## src/rtl/pwm_capture_array.sv

```systemverilog
// pwm_capture_array
//   Measures the high time of NUM_CH hobby-receiver PWM lines and converts
//   each accepted pulse into an OUT_WIDTH-bit result.
//   - A high time of MIN_TICKS or less maps to 0.
//   - Each tick above MIN_TICKS adds 1, saturating at full scale.
//   - Pulses that are too short (glitches) or stuck high (aborts) are dropped.
//   - A channel that goes TIMEOUT_TICKS without an accepted pulse falls back
//     to FAILSAFE_VALUE.
//
// Ports
//   sys_clk   in   sole clock, rising edge
//   sys_rst   in   asynchronous active-high reset
//   pwm_in    in   [NUM_CH]            raw PWM lines, asynchronous to sys_clk
//   pwm_out   out  [NUM_CH*OUT_WIDTH]  results, channel n at [n*OUT_WIDTH +: OUT_WIDTH]
//   update    out  [NUM_CH]            one-cycle strobe when a slice loads a measurement
//   ch_valid  out  [NUM_CH]            channel has a recent accepted pulse
//   failsafe  out                      any channel not valid
//
// Channel FSM
//   state      | meaning
//   WAIT_LOW   | line must be seen low before a pulse may be measured
//   ARMED      | line low, waiting for a rising edge
//   HIGH       | line high, counting ticks
module pwm_capture_array #(
  parameter int NUM_CH        = 4,
  parameter int OUT_WIDTH     = 8,
  parameter int TICK_DIV      = 208,
  parameter int GLITCH_TICKS  = 64,
  parameter int MIN_TICKS     = 256,
  parameter int MAX_TICKS     = 512,
  parameter int ABORT_TICKS   = 1024,
  parameter int TIMEOUT_TICKS = 6400,
  parameter logic [OUT_WIDTH-1:0] FAILSAFE_VALUE = '0
) (
  input  logic                        sys_clk,
  input  logic                        sys_rst,
  input  logic [NUM_CH-1:0]           pwm_in,
  output logic [NUM_CH*OUT_WIDTH-1:0] pwm_out,
  output logic [NUM_CH-1:0]           update,
  output logic [NUM_CH-1:0]           ch_valid,
  output logic                        failsafe
);

  localparam int PD_W = (TICK_DIV > 1) ? $clog2(TICK_DIV) : 1;
  localparam int HC_W = $clog2(ABORT_TICKS + 1);
  localparam int TO_W = $clog2(TIMEOUT_TICKS + 1);

  localparam logic [PD_W-1:0] PRESC_LAST = PD_W'(TICK_DIV - 1);
  localparam logic [HC_W-1:0] GLITCH_C   = HC_W'(GLITCH_TICKS);
  localparam logic [HC_W-1:0] MIN_C      = HC_W'(MIN_TICKS);
  localparam logic [HC_W-1:0] ABORT_LAST = HC_W'(ABORT_TICKS - 1);
  localparam logic [TO_W-1:0] TIMEOUT_C  = TO_W'(TIMEOUT_TICKS);
  localparam logic [31:0]     OUT_MAX32  = (32'd1 << OUT_WIDTH) - 32'd1;

  // Full scale is nominally reached at MAX_TICKS; the thresholds must be ordered.
  if ((MAX_TICKS <= MIN_TICKS) || (ABORT_TICKS <= MAX_TICKS) ||
      (GLITCH_TICKS > MIN_TICKS)) begin : g_bad_thresholds
    $error("pwm_capture_array: tick thresholds out of order");
  end

  typedef enum logic [1:0] {
    S_WAIT_LOW = 2'd0,
    S_ARMED    = 2'd1,
    S_HIGH     = 2'd2
  } state_t;

  // Input synchronizers, delayed copy for edge detection.
  logic [NUM_CH-1:0] r_sync1, r_sync2, r_sync_d;
  // Fills with ones after reset; the FSMs ignore the synchronizer until all
  // three stages hold real input samples, so a line that is high at reset
  // release is never mistaken for a fresh rising edge.
  logic [2:0]        r_sync_fill;
  logic              w_sync_ok;

  always_ff @(posedge sys_clk or posedge sys_rst) begin
    if (sys_rst) begin
      r_sync1     <= '0;
      r_sync2     <= '0;
      r_sync_d    <= '0;
      r_sync_fill <= '0;
    end else begin
      r_sync1     <= pwm_in;
      r_sync2     <= r_sync1;
      r_sync_d    <= r_sync2;
      r_sync_fill <= {r_sync_fill[1:0], 1'b1};
    end
  end

  assign w_sync_ok = r_sync_fill[2];

  // Shared measurement tick.
  logic [PD_W-1:0] r_presc;
  logic            w_tick;

  assign w_tick = (r_presc == PRESC_LAST);

  always_ff @(posedge sys_clk or posedge sys_rst) begin
    if (sys_rst) begin
      r_presc <= '0;
    end else if (w_tick) begin
      r_presc <= '0;
    end else begin
      r_presc <= r_presc + 1'b1;
    end
  end

  for (genvar i = 0; i < NUM_CH; i++) begin : g_ch
    state_t                r_state, w_next;
    logic [HC_W-1:0]       r_high_cnt, w_high_cnt_nxt;
    logic [TO_W-1:0]       r_to_cnt;
    logic [OUT_WIDTH-1:0]  r_out, w_result;
    logic                  r_upd, r_valid;
    logic                  w_rise, w_fall, w_accept, w_timeout;
    logic [31:0]           w_diff;

    assign w_rise    = r_sync2[i] & ~r_sync_d[i];
    assign w_fall    = ~r_sync2[i] & r_sync_d[i];
    assign w_timeout = (r_to_cnt == TIMEOUT_C);
    assign w_diff    = 32'(r_high_cnt - MIN_C);

    always_comb begin
      w_next         = r_state;
      w_high_cnt_nxt = r_high_cnt;
      w_accept       = 1'b0;
      case (r_state)
        S_WAIT_LOW: begin
          if (w_sync_ok && !r_sync2[i]) w_next = S_ARMED;
        end
        S_ARMED: begin
          if (w_rise) begin
            w_next         = S_HIGH;
            w_high_cnt_nxt = '0;
          end
        end
        S_HIGH: begin
          // The falling edge takes priority: a tick in the same cycle is not counted.
          if (w_fall) begin
            w_next   = S_ARMED;
            w_accept = (r_high_cnt >= GLITCH_C);
          end else if (w_tick) begin
            w_high_cnt_nxt = r_high_cnt + 1'b1;
            if (r_high_cnt == ABORT_LAST) w_next = S_WAIT_LOW;
          end
        end
        default: w_next = S_WAIT_LOW;
      endcase
    end

    always_comb begin
      w_result = '0;
      if (r_high_cnt <= MIN_C) begin
        w_result = '0;
      end else if (w_diff > OUT_MAX32) begin
        w_result = '1;
      end else begin
        w_result = w_diff[OUT_WIDTH-1:0];
      end
    end

    always_ff @(posedge sys_clk or posedge sys_rst) begin
      if (sys_rst) begin
        r_state    <= S_WAIT_LOW;
        r_high_cnt <= '0;
      end else begin
        r_state    <= w_next;
        r_high_cnt <= w_high_cnt_nxt;
      end
    end

    always_ff @(posedge sys_clk or posedge sys_rst) begin
      if (sys_rst) begin
        r_to_cnt <= '0;
      end else if (w_accept) begin
        r_to_cnt <= '0;
      end else if (w_tick && !w_timeout) begin
        r_to_cnt <= r_to_cnt + 1'b1;
      end
    end

    // Accept outranks timeout when both land in the same cycle.
    always_ff @(posedge sys_clk or posedge sys_rst) begin
      if (sys_rst) begin
        r_out   <= FAILSAFE_VALUE;
        r_upd   <= 1'b0;
        r_valid <= 1'b0;
      end else begin
        r_upd <= w_accept;
        if (w_accept) begin
          r_out   <= w_result;
          r_valid <= 1'b1;
        end else if (w_timeout) begin
          r_out   <= FAILSAFE_VALUE;
          r_valid <= 1'b0;
        end
      end
    end

    assign pwm_out[i*OUT_WIDTH +: OUT_WIDTH] = r_out;
    assign update[i]   = r_upd;
    assign ch_valid[i] = r_valid;
  end

  assign failsafe = ~(&ch_valid);

endmodule

```

## config.mk

```make
export PLATFORM = sky130hd
export DESIGN_NAME = pwm_capture_array
export DESIGN_NICKNAME = d
export VERILOG_FILES = /design/src/rtl/pwm_capture_array.sv
export SDC_FILE = /design/constraint.sdc
export NUM_CORES = 1
export LEC_CHECK = 0
export CORE_UTILIZATION = 55
export CTS_CLUSTER_DIAMETER = 200
export DETAILED_ROUTE_END_ITERATION = 10
export HOLD_SLACK_MARGIN = 0.05
export PLACE_DENSITY = 0.83
export SYNTH_ARGS = -nofsm -noshare
export SYNTH_HDL_FRONTEND = slang
export SYNTH_SLANG_ARGS = --single-unit
```

## constraint.sdc

```tcl
create_clock -name sys_clk -period 6.5 [get_ports sys_clk]
set_input_delay 1.3 -clock sys_clk [delete_from_list [all_inputs] [get_ports sys_clk]]
set_output_delay 1.3 -clock sys_clk [all_outputs]
set_load 0.05 [all_outputs]
```

# Word level (Yosys, flattened, before mapping)
# Cells that the tools add are included.
[op_classes]
eq_ne = 41
bitwise_logic = 17
order_cmp = 12
reduce_logical = 41
mux = 81
add_sub_neg = 13
[op_table]
columns = ["op", "count"]
rows = [
  ["8-bit 2-to-1 mux", 17],
  ["11-bit 2-to-1 mux", 12],
  ["32-bit by 8-bit > comparator with 1-bit output, second input constant", 4],
  ["13-bit 2-to-1 mux", 8],
  ["11-bit case mux with 2 select lines", 4],
  ["13-bit by 1-bit adder with 13-bit output, second input constant", 4],
  ["13-bit == test, second input constant", 4],
  ["11-bit by 9-bit subtractor with 12-bit output, second input constant", 4],
  ["11-bit by 1-bit adder with 11-bit output, second input constant", 4],
  ["11-bit by 10-bit == test with 1-bit output, second input constant", 4],
  ["11-bit by 7-bit >= comparator with 1-bit output, second input constant", 4],
  ["11-bit by 9-bit less-or-equal comparator with 1-bit output, second input constant", 4],
  ["2-bit 2-to-1 mux", 20],
  ["4-bit AND reduction", 9],
  ["2-bit inequality test, second input constant", 16],
  ["3-bit inequality test, second input constant", 8],
  ["2-bit case mux with 3 select lines", 4],
  ["2-bit nonzero test", 12],
  ["1-bit 2-to-1 mux", 16],
  ["1-bit inverter", 9],
  ["8-bit by 1-bit adder with 8-bit output, second input constant", 1],
  ["1-bit bitwise AND", 8],
  ["2-bit by 1-bit == test with 1-bit output, second input constant", 4],
  ["2-bit == test, second input constant", 4],
  ["other kinds (4)", 21],
]
[word_totals]
out_inout_bits = 41
wordCells = 234
in_bits = 6
reg_bits = 167

# Longest topological paths before layout
# Gate-level depths: netlist of run 1.
[depth]
word_depth = 5
ltp_mapped = 8
ltp_nobuf = 6

# Least setup slack after synthesis of run 1
# Ideal clock, no wire load.
[synth_path]
path_kind = "reg-to-output"
start = "reg g_ch[0].r_valid"
end = "out failsafe"
setup_slack_ns = 4.373
path_buffers = 0
stages_incl_launch_ff = 2
arrival_time_ns = 0.827
required_time_ns = 5.200
cell_sequence = "dfrtp_1 -> nand4_1"
[synth_between]
elab_chain_len = 2
[synth_lines]
columns = ["element", "line", "text"]
rows = [
  ["start, declared", "112", "logic r_upd, r_valid;"],
  ["start signal, assigned", "185", "r_valid <= 1'b0;"],
  ["start signal, assigned", "190", "r_valid <= 1'b1;"],
  ["start signal, assigned", "193", "r_valid <= 1'b0;"],
  ["4-bit AND reduction", "203", "assign failsafe = ~(&ch_valid);"],
  ["1-bit inverter", "203", ""],
  ["end, declared", "41", "output logic failsafe"],
]
# Every way passes these cells.

# Worst setup path after layout of run 1
[layout_path]
start = "reg g_ch[2].r_valid"
end = "out failsafe"
[layout_between]
elab_chain_len = 2
[layout_lines]
columns = ["element", "line"]
rows = [
  ["start, declared", "112"],
  ["start signal, assigned", "185"],
  ["start signal, assigned", "190"],
  ["start signal, assigned", "193"],
  ["4-bit AND reduction", "203"],
  ["1-bit inverter", "203"],
]
# Every way passes these cells.

==> summary.txt, run 1 <==
Setup path
  • Reg2reg setup slack: 3.48 ns
  • Reg2Reg Capture Point: g_ch[1].r_high_cnt[5]
  • Max FO, Critical Path: 3
  • Startpoint type of the worst setup path: register
  • Reg2Reg Depth: 5
  • Critical path start-end classification: reg -> out
  • Crit end category: primary output
  • Worst EP arrival: 1.79 ns
  • Critical path startpoint: g_ch[2].r_valid
  • Worst Path Required: 5.20 ns
  • Worst r2r src: r_presc[0]

Floorplan
  • Core area: 15100 um^2
  • Die ar.: 16000 um^2
  • Row count: 45
  • Initial core utilization: 56.3%
  • IO Pins: 47
  • Chip width: 126 um
  • Die Y: 126 um

CTS
  • Clock sinks: 167
  • Worst-skew pair later-pin latency: 0.43 ns
  • Clock tree buffer depth: 2
  • H-tree depth: 4
  • Post-cts repair resize count: 0
  • CTS Hold Bufs: 0
  • CTS root buffer: clkbuf_16
  • Clock transition at path regs: 0.07 ns
  • CTS tree: yes
  • # Post-CTS Setup Buffers: 0
  • Cts bufs inserted: 17

Drt
  • DR WL/cell: 17.0 um
  • DRC: 2
  • DRT iter0 DRCs: 587
  • Detail-routed via count per cell: 6.32
  • First-pass DRT Iterations: 8
  • WL final: 18.8 mm
  • Vias: 6965
  • Antenna viol nets, final: 0

Logic synthesis
  • Unique masters post-synth: 57
  • Avg Inst Size Synth: 9.76 um^2
  • Cell Area, Synth: 8520 um^2
  • Top_reg_cell synth: dfrtp_1
  • YS warnings: 0
  • EDFF count, synth: 0
  • Syn nets: 900
  • Post-Synthesis Cells: 873
  • Seq/Total Area, Yosys: 49.0%
  • Share of synthesized registers carrying an async set or reset: 100%
  • FF+latch count, synth: 167

Global routing
  • Vias in the first global route: 6673
  • Largest net degree at the start of global routing: 123
  • First-pass GRT wire length: 32.2 mm
  • Initial antenna violation count: 0
  • Gr usage total: 25.0%
  • Gr ovfl total: 0

Final layout
  • Nets: 929
  • Core Util, Final: 64.0%
  • # diodes: 0
  • Layout area overhead: 13.6%
  • Post-route cell area: 9690 um^2
  • Ratio of cells with drive above 1 in the final layout: 6.78%

Flow run
  • Max-Cap Viols: 0

Worst hold path
  • Hold path depth: 0
  • Hold Startpoint: r_sync1[3]
  • Hold endpoint: r_sync2[3]
  • Min-Delay Path Class: reg -> reg

STA
  • Worst-case clock skew: 0.00849 ns
  • Worst-margin pin slew: 1.25 ns
  • Slew headroom: 16.3%
  • Fin crit share: 47.5%
  • RSZ-0062 raised after global routing: no
  • Setup TNS: 0 ns
  • Final Hold Viols: 0
  • Min Tclk post-route: 3.09 ns
  • Max Slew Vio Count: 0
  • Fmax: 0.324 GHz
  • Final setup vio count: 0

Placed design
  • GP Congestion: 0.823
  • Final HPWL DP: 12.2 mm
  • Area after DPL: 9070 um^2
  • Port Buffers: 46

Power and ir drop
  • VDD IR-drop max: 0.000196 V
  • Leak: 4.02 nW
  • Pwr Density: 232 nW/um^2

Run status
  • Outcome: finished, violations left
  • Failing checks: DRC
==> where the power goes <==
group	internal (mW)	switching, mW	total, mW
logic	0.0365	0.0742	0.111
registers	1.06	0.0203	1.08
clock network	0.650	0.410	1.06
total	1.75	0.504	2.25
==> cell usage after synthesis (2+ instances only) <==
cell type / n / area [um^2]
nor4_1: 17 / 106
a21boi_0: 2 / 15.0
o211ai_1: 4 / 30.0
mux2i_1: 11 / 110
clkbuf_1: 21 / 78.8
a211oi_1: 3 / 22.5
a22o_1: 2 / 17.5
and4_1: 8 / 70.1
o2bb2ai_1: 30 / 263
or3b_2: 5 / 43.8
buf_1: 7 / 26.3
nor4bb_1: 9 / 90.1
o31ai_1: 33 / 248
nand3b_1: 4 / 30.0
nand3_1: 51 / 255
and2_1: 4 / 25.0
a31o_2: 6 / 52.6
ha_1: 21 / 263
a211o_1: 2 / 17.5
xor2_1: 7 / 61.3
a21o_1: 6 / 45.0
nor2b_1: 9 / 56.3
or2_2: 6 / 37.5
a21oi_1: 75 / 375
dfrtp_1: 167 / 4180
nor3b_1: 5 / 37.5
nor2_1: 50 / 188
nor4b_1: 6 / 52.6
nor3_1: 13 / 65.1
nand2_1: 50 / 188
o21ai_0: 47 / 235
inv_1: 42 / 158
xnor2_1: 9 / 78.8
and3_1: 16 / 100
buf_2: 4 / 20.0
or3_1: 22 / 138
nand2b_1: 11 / 68.8
buf_4: 10 / 75.1
or4_1: 32 / 240
nand4_1: 25 / 156
nand4bb_1: 5 / 56.3
==> cell families (layout without fill, tap and decap cells) <==
kind of cell | count (synthesis) | after routing | share of synthesized area [%]
AOI/OAI and AO/OA | 217 | 217 | 16.3
adders and majority gates | 21 | 21 | 3.08
DFF | 167 | 167 | 49.0
xor gates and xnor gates | 16 | 16 | 1.64
muxes | 11 | 11 | 1.29
and+or+nand+nor | 355 | 355 | 24.3
other | 1 | 1 | 0.0440
buffers and inverters | 85 | 126 | 4.33
==> cells in the final DEF, fill, tap and decap left out, types with 13 or more instances in the layout <==
master / synthesis / layout
a21oi_1: 75 / 75
and3_1: 16 / 16
clkbuf_16: 0 / 17
clkdlybuf4s50_1: 0 / 46
dfrtp_1: 167 / 167
ha_1: 21 / 21
inv_1: 42 / 41
nand2_1: 50 / 50
nand3_1: 51 / 51
nand4_1: 25 / 25
nor2_1: 50 / 50
nor3_1: 13 / 13
nor4_1: 17 / 17
o21ai_0: 47 / 47
o2bb2ai_1: 30 / 30
o31ai_1: 33 / 33
or3_1: 22 / 22
or4_1: 32 / 32
==> worst max path at each step <==
stage	to	slack, ns	depth (start not counted)
floorplan	g_ch[0].r_high_cnt[0]	0.68	1
global placement	g_ch[3].r_to_cnt[10]	3.25	3
detailed placement	g_ch[3].r_upd	3.24	3
CTS	failsafe	3.40	2
global route	g_ch[2].r_high_cnt[7]	3.29	5
finish	failsafe	3.41	2
==> through the flow <==
stage / hold slack (ns) / total power, mW / setup WS, ns / std cells
global route: 0.357 / 2.32 / 3.29 / 1102
CTS: 0.350 / 2.26 / 3.40 / 1102
global placement: 0.333 / 1.20 / 3.25 / 1071
floorplan: 0.331 / 1.17 / 0.682 / 873
detailed placement: 0.335 / 1.21 / 3.24 / 1071
finish: 0.349 / 2.25 / 3.41 / 1102
==> worst max-delay path: stages (launching register included) <==
cell and delay (ns):
dfrtp_1 0.45, nand4_1 0.11, clkdlybuf4s50_1 0.80
==> metal layers <==
metal	track usage, %	routed length, um	vias to the layer above
li1	-	-	3305
met3	4.60	784	41
met4	11.0	463	0
met5	0	0	-
met1	34.2	8520	3433
met2	39.4	8990	186
==> layout make-up <==
| class | instances | area (um^2) |
|---|---|---|
| fillers | 1147 | 5460 |
| flip-flops and latches | 167 | 4180 |
| multi-input cells | 621 | 3980 |
| repair buffers | 53 | 513 |
| clock buffers | 19 | 443 |
| well taps | 188 | 235 |
| clock inverters | 12 | 178 |
| inverters | 42 | 163 |
==> registers in the layout (all words and copies together) (netlist names) <==
| name | count |
|---|---|
| g_ch.r_high_cnt | 44 |
| g_ch.r_out | 32 |
| g_ch.r_state | 8 |
| g_ch.r_to_cnt | 52 |
| g_ch.r_upd | 4 |
| g_ch.r_valid | 4 |
| r_presc | 8 |
| r_sync1 | 4 |
| r_sync2 | 4 |
| r_sync_d | 4 |
| r_sync_fill | 3 |
Power figures use the tool's default switching activity.
==> run 2: changes to the inputs <==
--- a/config.mk
+++ b/config.mk
@@ -5,11 +5,11 @@
 export SDC_FILE = /design/constraint.sdc
 export NUM_CORES = 1
 export LEC_CHECK = 0
-export CORE_UTILIZATION = 55
+export CORE_UTILIZATION = 54
 export CTS_CLUSTER_DIAMETER = 200
 export DETAILED_ROUTE_END_ITERATION = 10
 export HOLD_SLACK_MARGIN = 0.05
-export PLACE_DENSITY = 0.83
+export PLACE_DENSITY = 0.85
 export SYNTH_ARGS = -nofsm -noshare
 export SYNTH_HDL_FRONTEND = slang
 export SYNTH_SLANG_ARGS = --single-unit
==> constraint.sdc (replaced) <==
create_clock -name sys_clk -period 2.78 [get_ports sys_clk]
set_input_delay 0.556 -clock sys_clk [delete_from_list [all_inputs] [get_ports sys_clk]]
set_output_delay 0.556 -clock sys_clk [all_outputs]
set_load 0.05 [all_outputs]
==> summary.txt, run 2 (synthesis gave the netlist of run 1 again) <==
Setup path
  • Critical path startpoint: g_ch[2].r_valid
  • Critical path start-end classification: reg -> out
  • Max FO, Critical Path: 3 (unchanged)
  • Worst r2r src: g_ch[3].r_high_cnt[7]
  • Worst Path Required: 2.22 ns (-2.98 ns)
  • CP endpoint: failsafe
  • Worst EP arrival: 1.81 ns (+0.02 ns)
  • Reg2reg setup slack: 0.48 ns (-3.00 ns)
  • Crit end category: primary output
  • Reg2Reg Capture Point: g_ch[3].r_out[3]
  • Startpoint type of the worst setup path: register
  • Reg2Reg Depth: 5 (unchanged)

Placed design
  • Placed cells: 1103 (+3.0%)
  • GP Congestion: 0.874 (+6.3%)
  • Port Buffers: 46 (unchanged)
  • Final HPWL DP: 12.7 mm (+4.1%)

Final layout
  • Largest regs: g_ch.r_to_cnt: 52 flops, g_ch.r_high_cnt: 44 flops, g_ch.r_out: 32 flops
  • Max reg flops: 52 (unchanged)
  • Fin cells: 1135 (+3.0%)
  • Ratio of cells with drive above 1 in the final layout: 7.90% (+1.1 points)
  • Nets: 938 (+0.97%)
  • Layout area overhead: 14.3%
  • # diodes: 0 (unchanged)
  • Most frequent cells in the layout: 167 x dfrtp_1, 75 x a21oi_1, 51 x nand3_1, 50 x nand2_1, 50 x nor2_1
  • Top reg by flops: g_ch.r_to_cnt
  • Most common cell after layout, fill and taps aside: dfrtp_1

STA
  • Worst-case clock skew: 0.00978 ns (+0.00128 ns)
  • Final setup vio count: 0 (unchanged)
  • Min Tclk post-route: 2.37 ns
  • Worst-margin pin slew: 1.17 ns (-0.0860 ns)
  • Final Hold Viols: 0 (unchanged)
  • Max Slew Vio Count: 0 (unchanged)
  • Fmax: 0.422 GHz
  • Fin crit share: 85.2%
  • Setup TNS: 0 ns (unchanged)
  • RSZ-0062 raised after global routing: no
  • Slew headroom: 22.1% (+5.7 points)

CTS
  • Post-cts repair resize count: 0 (unchanged)
  • CTS root buffer: clkbuf_16
  • CTS Hold Bufs: 0 (unchanged)
  • Worst-skew pair later-pin latency: 0.43 ns (about the same)
  • Clock transition at path regs: 0.07 ns (about the same)
  • Cts bufs inserted: 17 (unchanged)
  • H-tree depth: 4 (unchanged)
  • Clock tree buffer depth: 2 (unchanged)
  • # Post-CTS Setup Buffers: 0 (unchanged)
  • CTS tree: yes
  • Clock sinks: 167 (unchanged)

Worst hold path
  • Min-Delay Path Class: reg -> reg

Drt
  • WL final: 18.7 mm (-0.36%)
  • DR WL/cell: 16.5 um (-3.3%)
  • Detail-routed via count per cell: 6.16 (-2.5%)
  • DRC: 0 (-2)
  • First-pass DRT Iterations: 5 (-3)
  • Antenna viol nets, final: 0 (unchanged)
  • DRT iter0 DRCs: 600 (+2.2%)
  • Vias: 6994 (+0.42%)

Global routing
  • First-pass GRT wire length: 31.7 mm (-1.5%)
  • Largest net degree at the start of global routing: 72 (-41%)
  • Gr ovfl total: 0 (unchanged)
  • Gr usage total: 24.4% (-0.67 points)
  • Initial antenna violation count: 0 (unchanged)
  • Vias in the first global route: 6656 (-0.25%)

Power and ir drop
  • VDD IR-drop max: 0.000464 V (+140%)
  • Pwr Density: 522 nW/um^2 (+120%)
  • Total Power: 5.09 mW (+130%)
  • Leak: 4.04 nW (+0.47%)

Floorplan
  • Die ar.: 16300 um^2 (+1.8%)
  • IO Pins: 47 (unchanged)
  • Initial core utilization: 55.7% (-0.62 points)
  • Die Y: 128 um (+0.91%)
  • Row count: 45 (unchanged)
  • Core area: 15300 um^2 (+1.1%)
  • Chip width: 128 um (+0.91%)

Run status
  • Outcome: finished clean

Flow run
  • Max-Cap Viols: 0 (unchanged)
-- run 2: final cells by class --
| cell class | count | area [um^2] |
|---|---|---|
| clock inverter | 15 | 144 |
| multi-input combinational | 621 | 3980 |
| clock buffer | 17 | 425 |
| fill | 1247 | 5570 |
| inverter | 42 | 161 |
| timing repair buffer | 62 | 593 |
| sequential | 167 | 4180 |
| tap | 211 | 264 |
-- run 2: metrics by stage --
stage | util (%) | hold slack [ns] | cell area [um^2] | setup slack, ns
after detailed placement | 59.9 | 0.336 | 9170 | 0.520
after CTS | 63.6 | 0.350 | 9740 | 0.382
after floorplan | - | 0.331 | 8530 | 0.0972
after global routing | 63.6 | 0.352 | 9740 | 0.333
after global placement | 59.9 | 0.332 | 9170 | 0.633
final | 63.6 | 0.347 | 9740 | 0.410
-- run 2: worst min-delay path by stage --
stage,from,endpoint,cells past startpoint,slack (ns)
finish,r_sync_fill[0],r_sync_fill[1],0,0.35
global route,r_sync1[2],r_sync2[2],0,0.35
CTS,r_sync1[2],r_sync2[2],0,0.35
detailed placement,r_sync1[0],r_sync2[0],0,0.34
global placement,r_sync_fill[0],r_sync_fill[1],0,0.33
floorplan,r_sync1[0],r_sync2[0],0,0.33
-- run 2: critical path, stage by stage (launching register included) --
cell and delay (ns):
dfrtp_1 0.46, nand4_1 0.12, clkdlybuf4s50_1 0.80
-- run 2: layer usage --
metal | wire length [um] | up-vias | global-route usage, %
met1 | 8560 | 3485 | 33.4
met2 | 9160 | 167 | 39.0
li1 | - | 3323 | -
met4 | 214 | 0 | 7.75
met5 | 0 | - | 0
met3 | 749 | 19 | 5.07
-- run 2: power breakdown --
part | switching [mW] | total, mW | internal, mW | leakage [nW]
Combinational | 0.175 | 0.267 | 0.0922 | 1.50
Sequential | 0.0485 | 2.52 | 2.47 | 2.27
Clock | 1.04 | 2.30 | 1.25 | 0.267
Total | 1.27 | 5.09 | 3.82 | 4.04
==> run 3: changes to the inputs <==
--- a/config.mk
+++ b/config.mk
@@ -5,6 +5,7 @@
 export SDC_FILE = /design/constraint.sdc
 export NUM_CORES = 1
 export LEC_CHECK = 0
+export CAP_MARGIN = 10
 export CORE_UTILIZATION = 54
 export CTS_CLUSTER_DIAMETER = 200
 export DETAILED_ROUTE_END_ITERATION = 10
==> results of run 3 <==
No change in the layout: final DEF, timing and power equal those of run 2.
